`src/rtl/ps2_pkg.sv`:
```
// Shared PS/2 frame layout and receiver state encoding.
`timescale 1ns/1ps
package ps2_pkg;
   localparam int PS2_FRAME_BITS = 11;
   localparam int BIT_START      = 0;
   localparam int BIT_DATA_LSB   = 1;
   localparam int BIT_DATA_MSB   = 8;
   localparam int BIT_PARITY     = 9;
   localparam int BIT_STOP       = 10;

   typedef enum logic {ST_IDLE = 1'b0, ST_SHIFT = 1'b1} rx_state_e;

   // Data bits plus parity bit must hold an odd number of ones.
   function automatic logic odd_parity_ok(input logic [8:0] bits);
      return ^bits;
   endfunction
endpackage

```
`src/rtl/ps2_line_filter.sv`:
```
// Two-flop synchroniser plus run-length glitch filter for a raw PS/2 line.
`timescale 1ns/1ps
module ps2_line_filter #(
   parameter int FILTER_LEN = 4
) (
   input  logic clk,
   input  logic clr_,
   input  logic line,
   output logic level,
   output logic fall
);
   localparam int CW = (FILTER_LEN > 1) ? $clog2(FILTER_LEN) : 1;

   logic          sync1_q, sync1_d, sync2_q, sync2_d;
   logic          level_q, level_d, fall_q, fall_d;
   logic [CW-1:0] cnt_q, cnt_d;

   always_comb begin
      sync1_d = line;
      sync2_d = sync1_q;
      level_d = level_q;
      fall_d  = 1'b0;
      cnt_d   = '0;
      // Level flips on the FILTER_LEN-th consecutive disagreeing sample.
      if (sync2_q != level_q) begin
         if (cnt_q == CW'(FILTER_LEN - 1)) begin
            level_d = sync2_q;
            fall_d  = level_q;
         end else begin
            cnt_d = cnt_q + 1'b1;
         end
      end
   end

   always_ff @(posedge clk or negedge clr_) begin
      if (!clr_) begin
         sync1_q <= 1'b1;
         sync2_q <= 1'b1;
         level_q <= 1'b1;
         fall_q  <= 1'b0;
         cnt_q   <= '0;
      end else begin
         sync1_q <= sync1_d;
         sync2_q <= sync2_d;
         level_q <= level_d;
         fall_q  <= fall_d;
         cnt_q   <= cnt_d;
      end
   end

   assign level = level_q;
   assign fall  = fall_q;
endmodule

```
`src/rtl/ps2_rx_fifo.sv`:
```
// PS/2 device-to-host receiver: frame deserialiser, timeout resync, sticky
// error flags and a drop-newest first-word-fall-through byte FIFO.
`timescale 1ns/1ps
module ps2_rx_fifo
   import ps2_pkg::*;
#(
   parameter int DEPTH_LOG2     = 3,
   parameter int FILTER_LEN     = 4,
   parameter int TIMEOUT_CYCLES = 50000
) (
   input  logic                clk,
   input  logic                clr_,
   input  logic                ps2_clk,
   input  logic                ps2_data,
   input  logic                nextdata_,
   input  logic                clr_err,
   output logic [7:0]          data,
   output logic                ready,
   output logic [DEPTH_LOG2:0] count,
   output logic                overflow,
   output logic                parity_err,
   output logic                frame_err
);
   localparam int DEPTH = 1 << DEPTH_LOG2;
   localparam int TW    = (TIMEOUT_CYCLES > 2) ? $clog2(TIMEOUT_CYCLES) : 1;
   localparam logic [DEPTH_LOG2:0] FULL_CNT = {1'b1, {DEPTH_LOG2{1'b0}}};

   logic clk_lvl, clk_fall, strobe;
   logic dsync1_q, dsync1_d, dsync2_q, dsync2_d;

   ps2_line_filter #(.FILTER_LEN(FILTER_LEN)) u_clk_filt (
      .clk   (clk),
      .clr_  (clr_),
      .line  (ps2_clk),
      .level (clk_lvl),
      .fall  (clk_fall)
   );

   assign strobe = clk_fall & ~clk_lvl;

   rx_state_e                 state;
   logic [3:0]                bitcnt_q, bitcnt_d;
   logic [PS2_FRAME_BITS-2:0] frame_q, frame_d;
   logic [TW-1:0]             to_cnt_q, to_cnt_d;
   logic [PS2_FRAME_BITS-1:0] full_frame;
   logic [7:0]                rx_byte;
   logic                      push_req, set_frame, set_par;

   logic [7:0]            mem_q [DEPTH];
   logic [DEPTH_LOG2-1:0] w_ptr_q, w_ptr_d, r_ptr_q, r_ptr_d;
   logic [DEPTH_LOG2:0]   count_q, count_d;
   logic                  overflow_q, overflow_d, parity_err_q, parity_err_d;
   logic                  frame_err_q, frame_err_d;
   logic                  pop, push, full, ovf_set;

   always_comb begin
      dsync1_d   = ps2_data;
      dsync2_d   = dsync1_q;
      state      = (bitcnt_q == 4'd0) ? ST_IDLE : ST_SHIFT;
      full_frame = {dsync2_q, frame_q};
      rx_byte    = full_frame[BIT_DATA_MSB:BIT_DATA_LSB];
      bitcnt_d   = bitcnt_q;
      frame_d    = frame_q;
      to_cnt_d   = '0;
      push_req   = 1'b0;
      set_frame  = 1'b0;
      set_par    = 1'b0;
      if (strobe) begin
         if (bitcnt_q == 4'(BIT_STOP)) begin
            bitcnt_d = 4'd0;
            if (full_frame[BIT_START] || !full_frame[BIT_STOP])
               set_frame = 1'b1;
            else if (!odd_parity_ok(full_frame[BIT_PARITY:BIT_DATA_LSB]))
               set_par = 1'b1;
            else
               push_req = 1'b1;
         end else begin
            frame_d[bitcnt_q] = dsync2_q;
            bitcnt_d          = bitcnt_q + 4'd1;
         end
      end else if (state == ST_SHIFT) begin
         // A stalled device abandons the frame so the next start bit resyncs.
         if (to_cnt_q == TW'(TIMEOUT_CYCLES - 1)) begin
            bitcnt_d  = 4'd0;
            set_frame = 1'b1;
         end else begin
            to_cnt_d = to_cnt_q + 1'b1;
         end
      end
   end

   always_comb begin
      full    = (count_q == FULL_CNT);
      pop     = ~nextdata_ & (count_q != '0);
      push    = push_req & (~full | pop);
      ovf_set = push_req & full & ~pop;
      w_ptr_d = push ? w_ptr_q + 1'b1 : w_ptr_q;
      r_ptr_d = pop  ? r_ptr_q + 1'b1 : r_ptr_q;
      count_d = count_q;
      if (push && !pop)      count_d = count_q + 1'b1;
      else if (pop && !push) count_d = count_q - 1'b1;
      overflow_d   = ovf_set   | (overflow_q   & ~clr_err);
      parity_err_d = set_par   | (parity_err_q & ~clr_err);
      frame_err_d  = set_frame | (frame_err_q  & ~clr_err);
   end

   always_ff @(posedge clk or negedge clr_) begin
      if (!clr_) begin
         dsync1_q     <= 1'b1;
         dsync2_q     <= 1'b1;
         bitcnt_q     <= 4'd0;
         frame_q      <= '0;
         to_cnt_q     <= '0;
         w_ptr_q      <= '0;
         r_ptr_q      <= '0;
         count_q      <= '0;
         overflow_q   <= 1'b0;
         parity_err_q <= 1'b0;
         frame_err_q  <= 1'b0;
      end else begin
         dsync1_q     <= dsync1_d;
         dsync2_q     <= dsync2_d;
         bitcnt_q     <= bitcnt_d;
         frame_q      <= frame_d;
         to_cnt_q     <= to_cnt_d;
         w_ptr_q      <= w_ptr_d;
         r_ptr_q      <= r_ptr_d;
         count_q      <= count_d;
         overflow_q   <= overflow_d;
         parity_err_q <= parity_err_d;
         frame_err_q  <= frame_err_d;
      end
   end

   always_ff @(posedge clk) begin
      if (push) mem_q[w_ptr_q] <= rx_byte;
   end

   assign data       = mem_q[r_ptr_q];
   assign ready      = (count_q != '0);
   assign count      = count_q;
   assign overflow   = overflow_q;
   assign parity_err = parity_err_q;
   assign frame_err  = frame_err_q;
endmodule
```
`config.mk`:
```
export PLATFORM = sky130hd
export DESIGN_NAME = ps2_rx_fifo
export DESIGN_NICKNAME = d
export VERILOG_FILES = /design/src/rtl/ps2_pkg.sv /design/src/rtl/ps2_line_filter.sv /design/src/rtl/ps2_rx_fifo.sv
export SDC_FILE = /design/constraint.sdc
export NUM_CORES = 1
export LEC_CHECK = 0
export CAP_MARGIN = 15
export CORE_AREA = 2 2 122 124
export CTS_BUF_LIST = sky130_fd_sc_hd__clkbuf_8
export DETAILED_ROUTE_END_ITERATION = 16
export DIE_AREA = 0 0 124 126
export PLACE_DENSITY = 0.53
export SYNTH_ARGS = -nofsm -noshare
export SYNTH_HDL_FRONTEND = slang
export SYNTH_SLANG_ARGS = --single-unit
export TNS_END_PERCENT = 1
```
`constraint.sdc`:
```
create_clock -name clk -period 6.1 [get_ports clk]
set_clock_uncertainty 0.1 [all_clocks]
set_input_delay 1.22 -clock clk [delete_from_list [all_inputs] [get_ports clk]]
set_output_delay 1.22 -clock clk [all_outputs]
set_load 0.03 [all_outputs]
```
Yosys cells after proc, flatten, opt, wreduce, memory -nomap -nowiden
Memory sizes are Yosys's and may differ from the RTL's.
Cells that the tools add are included.

storage, ports and cells
  input port bits = 6
  memories = 1
  bits in registers = 51
  memory bits (writable) = 64
  output and inout port bits = 16
  word-level logic and storage cells = 96

cells by class
  bitwise operators = 18
  mux-type cells = 31
  reductions and logical operators = 15
  $lt $le $gt $ge = 2
  add/subtract/negate cells = 7
  equal/unequal tests = 6

memories
  memory  depth  width  read ports  clocked after Yosys merged registers in  wr ports  line               source
  mem_q   8      8      1           0                                        1         ps2_rx_fifo.sv:49  logic [7:0] mem_q [DEPTH];

operators with widths
  kind                   number
  $mux 16                3
  $mux 4                 6
  $mux 1                 18
  $add 16x1->16 const B  1
  $eq 16x16->1 const B   1
  $bwmux 10              1
  $reduce_xor 9->1       1
  $add 4x1->4 const B    2
  $and 1x1->1            8
  $eq 4x4->1 const B     2
  $add 3x1->3 const B    2
  $not 1->1              6
  $reduce_and 2->1       3
  $lt 4x5->1 const B     1
  $demux 1 s4            1
  $ge 4x1->1 const B     1
  $logic_not 4->1        1
  $mux 2                 2
  $or 1x1->1             4
  $reduce_bool 2->1      2
  $reduce_bool 4->1      1
  $sub 4x1->4 const B    1
  $logic_and 1x1->1      3
  $logic_not 1->1        3
  other kinds (5)        5

Logic depth before layout (Yosys ltp)
  depth after elaboration = 10
  gate-level depth with buffers = 15
  mapped depth without buffers = 13

Modules after synthesis
Synthesis repeated with hierarchy kept, for this count alone.

unflattened totals
  cells, all modules = 325
  area total of the unflattened synthesis = 4,885.9 µm²

by module, submodules not included
  module           area each (µm²)  times used  seq. area each (µm²)  cells an instance
  ps2_rx_fifo      4,673.2          1           3,050.4               313
  ps2_line_filter  212.7            1           153.9                 12

Least setup slack after synthesis
OpenSTA, ideal clock, no wires.

  path kind = register to output
  from = register r_ptr_q[0]
  to = output data[0]
  path buffers = 2
  cell stages (with the launch flop) = 5
  path slack = 3.029 ns
  arrival = 1.751 ns
  required time = 4.780 ns
  cell sequence = dfrtp_1 -> buf_2 -> buf_2 -> mux4_2 -> mux2_2

on the way
  longest elaborated chain between the ends = 1

ends and longest elaborated chain
  item                    line                source
  from (decl)             ps2_rx_fifo.sv:50   logic [DEPTH_LOG2-1:0] w_ptr_q, w_ptr_d, r_ptr_q, r_ptr_d;
  from (signal assigned)  ps2_rx_fifo.sv:127  r_ptr_q <= r_ptr_d;
  $mem_v2 8x8             --
  to (decl)               ps2_rx_fifo.sv:17   output logic [7:0] data,

No other way between the ends.

Worst setup path in the final report
  from = register r_ptr_q[0]
  to = output data[7]

Same word-level chain as after synthesis.

==> results.py <==
metrics = {
    "detailed_routing": {
        "first_pass_iters": 5,
        "dr_total_vias": 2640,
        "wire_per_inst_um": 15.1,
        "wirelength_mm": 8.44,
        "final_antenna_net_count": 0,
        "vias_per_cell": 4.73,
        "drc_errors": 0,
        "drtIter0Drc": 236,
    },
    "critical_path": {
        "rrSetupSlack_ns": 2.96,
        "critPathRequiredTime_ns": 4.78,
        "r2r-start": "frame_q[3]",
        "cp-end-kind": "output pin",
        "cp_max_fo": 14,
        "crit_type": "register to output pin",
        "crit_arrival_ns": 2.58,
        "r2r_end": "count[3]",
        "start_kind": "register",
        "startpoint": "r_ptr_q[0]",
        "crit_path_end": "data[7]",
        "r2r_cells": 13,
    },
    "global_routing": {
        "grt_use_met3_pct": 4.12,
        "grt_busiest_layer": "met2",
        "use_met2_pct": 18.8,
        "grt_first_pass_wirelength_mm": 14.5,
        "grt_max_degree": 52,
        "antenna_found_initial": 0,
        "grt_usage_pct": 12.4,
        "use_met1_pct": 16.5,
        "grt_pass1_vias": 2812,
        "overflow": 0,
    },
    "yosys": {
        "yosysSeqAreaShare_pct": 65.4,
        "syn_area_um2": 4900,
        "yosys_warnings": 0,
        "synth-async-reset-ratio_pct": 44.3,
        "avgSynthCellArea_um2": 14.9,
        "ys_ff_latch": 115,
        "ys_types": 39,
        "ys.flop_type": "edfxtp_1",
        "syn_nets": 343,
        "synthCells": 329,
        "synth-edff-count": 64,
    },
    "pwr": {
        "power_switching_uw": 384,
        "internal_power_mw": 1.28,
        "peakVddDrop_v": 0.000203,
        "finalPower_mw": 1.66,
        "p_per_area_nw_per_um2": 290,
        "p_leak_nw": 2.16,
        "pwr-share-comb_pct": 5.4,
        "power_frac_seq_pct": 52.2,
        "clockPowerShare_pct": 42.3,
        "netSwitchingFraction_pct": 23.1,
    },
    "finish": {
        "layout-drive-gt1-share_pct": 22.2,
        "antenna_cells": 0,
        "nets": 375,
        "finish.utilization_pct": 40.1,
        "final_area_um2": 5730,
        "area_growth_pct": 17.1,
    },
    "cts": {
        "cts_buffer_depth": 2,
        "cts_tree": "built",
        "cts_sinks": 115,
        "postCtsSetupBuffers": 0,
        "h-tree-depth": 4,
        "cts_resized": 0,
        "insertion_delay_ns": 0.42,
        "cts_buffers": 17,
        "clk_pin_slew_ns": 0.07,
        "cts-root-buf": "clkbuf_8",
        "postCtsHoldBufs": 0,
    },
    "job": {
        "maxCapViolations": 0,
    },
    "placed_design": {
        "hpwlAfterDp_mm": 5.50,
        "portBuffers": 21,
        "gp_congestion": 0.758,
        "place_area_um2": 5310,
    },
    "floorplan": {
        "core_area_um2": 14300,
        "start_util_pct": 34.2,
        "pin_count": 22,
        "die-area_um2": 15600,
        "num_rows": 44,
        "die_h_um": 126,
        "fp.dieW_um": 124,
    },
    "timing": {
        "slew_headroom_pct": 27.9,
        "slew_viol_final": 0,
        "fin_setup_tns_ns": 0,
        "finalSetupViolCount": 0,
        "rsz0062_at_grt": "no",
        "timing.final.crit_period_ns": 3.90,
        "min_period_over_period_pct": 64.0,
        "whs_ns": 0.259,
        "fmax_mhz": 256,
        "worst_pin_slew_ns": 1.08,
        "hold_viol_final": 0,
    },
    "run_status": {
        "status": "finished, final reports clean",
    },
    "hold_path": {
        "hold_path_class": "register to register",
    },
}
power by group through the flow:
stage / clock network, mW / logic, mW / registers (mW)
after floorplan: 0 / 0.0748 / 0.873
after global placement: 0 / 0.0920 / 0.882
after detailed placement: 0 / 0.0916 / 0.883
after CTS: 0.721 / 0.0921 / 0.867
after global routing: 0.766 / 0.105 / 0.871
final: 0.703 / 0.0899 / 0.867
worst min path at each step:
| stage | start | end | slack (ns) | depth (start not counted) |
|---|---|---|---|---|
| 2_1_floorplan | dsync1_q | dsync2_q | 0.25 | 0 |
| 3_3_place_gp | u_clk_filt.sync1_q | u_clk_filt.sync2_q | 0.25 | 0 |
| 3_5_place_dp | u_clk_filt.sync1_q | u_clk_filt.sync2_q | 0.25 | 0 |
| 4_1_cts | u_clk_filt.sync1_q | u_clk_filt.sync2_q | 0.26 | 0 |
| 5_1_grt | u_clk_filt.sync1_q | u_clk_filt.sync2_q | 0.27 | 0 |
| 6_report | u_clk_filt.sync1_q | u_clk_filt.sync2_q | 0.26 | 0 |
kinds of logic (layout without fill, tap and decap cells):
logic type / count (synthesis) / count (layout) / synth area share, %
buffers and inverters: 20 / 65 / 1.66
adder cells (fa/ha/maj): 8 / 8 / 2.20
XOR/XNOR: 30 / 30 / 6.21
multiplexers: 39 / 39 / 12.7
AND/OR/NAND/NOR: 102 / 102 / 9.97
flip-flops: 115 / 115 / 65.4
AO/OA/AOI/OAI: 15 / 15 / 1.79
layer usage:
| layer | share of wire [%] | vias up |
|---|---|---|
| met1 | 47 | 1334 |
| li1 | - | 1259 |
| met2 | 48 | 37 |
| met5 | 0 | - |
| met4 | 1.3 | 0 |
| met3 | 3.7 | 10 |
registers in the layout, indices dropped and copies added (netlist names), 2 cells and up:
| name | count |
|---|---|
| bitcnt_q | 4 |
| count | 4 |
| frame_q | 10 |
| mem_q | 64 |
| r_ptr_q | 3 |
| to_cnt_q | 16 |
| u_clk_filt.cnt_q | 2 |
| w_ptr_q | 3 |
layout make-up:
cell class | count | area, um2
Clock inverter | 15 | 168
Multi-Input combinational cell | 194 | 1620
Inverter | 10 | 37.5
Sequential cell | 115 | 3200
Tap cell | 184 | 230
Timing Repair Buffer | 23 | 240
Fill cell | 1330 | 8580
Clock buffer | 17 | 234
synth_stat cells, drive strengths merged (7+ instances only):
cell / instances / area share, %
edfxtp: 64 / 39
xor2: 11 / 2.0
nor3: 10 / 1.0
mux2: 23 / 5.4
mux4: 16 / 7.4
dfrtp: 46 / 24
nand3: 15 / 1.6
nand2: 18 / 1.4
nor2: 34 / 2.6
xnor2: 18 / 3.8
ha: 7 / 1.8
inv: 10 / 0.77
metrics by stage:
stage               setup slack, ns  cells
floorplan                      3.03    329
detailed placement             2.17    525
global placement               2.20    525
finish                         2.20    558
CTS                            1.71    557
global route                   2.04    558
critical path, stage by stage, from the launching register on:
cell	delay [ns]
dfrtp_1	0.56
buf_16	0.22
mux4_2	0.50
mux2_2	0.29
clkdlybuf4s50_1	0.59
layout by cell type (no fill, tap or decap), types with 4 or more instances in the layout:
cell | synthesis | routed
nor2_1 | 34 | 34
mux4_2 | 16 | 16
o21ai_0 | 6 | 6
nor2b_1 | 6 | 6
nand4_1 | 4 | 4
nand2_1 | 18 | 18
nand2b_1 | 5 | 5
nor3_1 | 10 | 8
mux2_2 | 22 | 22
ha_1 | 7 | 7
dfrtp_1 | 46 | 46
inv_1 | 9 | 11
clkdlybuf4s50_1 | 0 | 20
edfxtp_1 | 64 | 64
xor2_1 | 11 | 11
nand3_1 | 14 | 14
xnor2_1 | 16 | 16
dfstp_2 | 5 | 5
clkbuf_8 | 0 | 17
(Power assumes the default switching activity.)
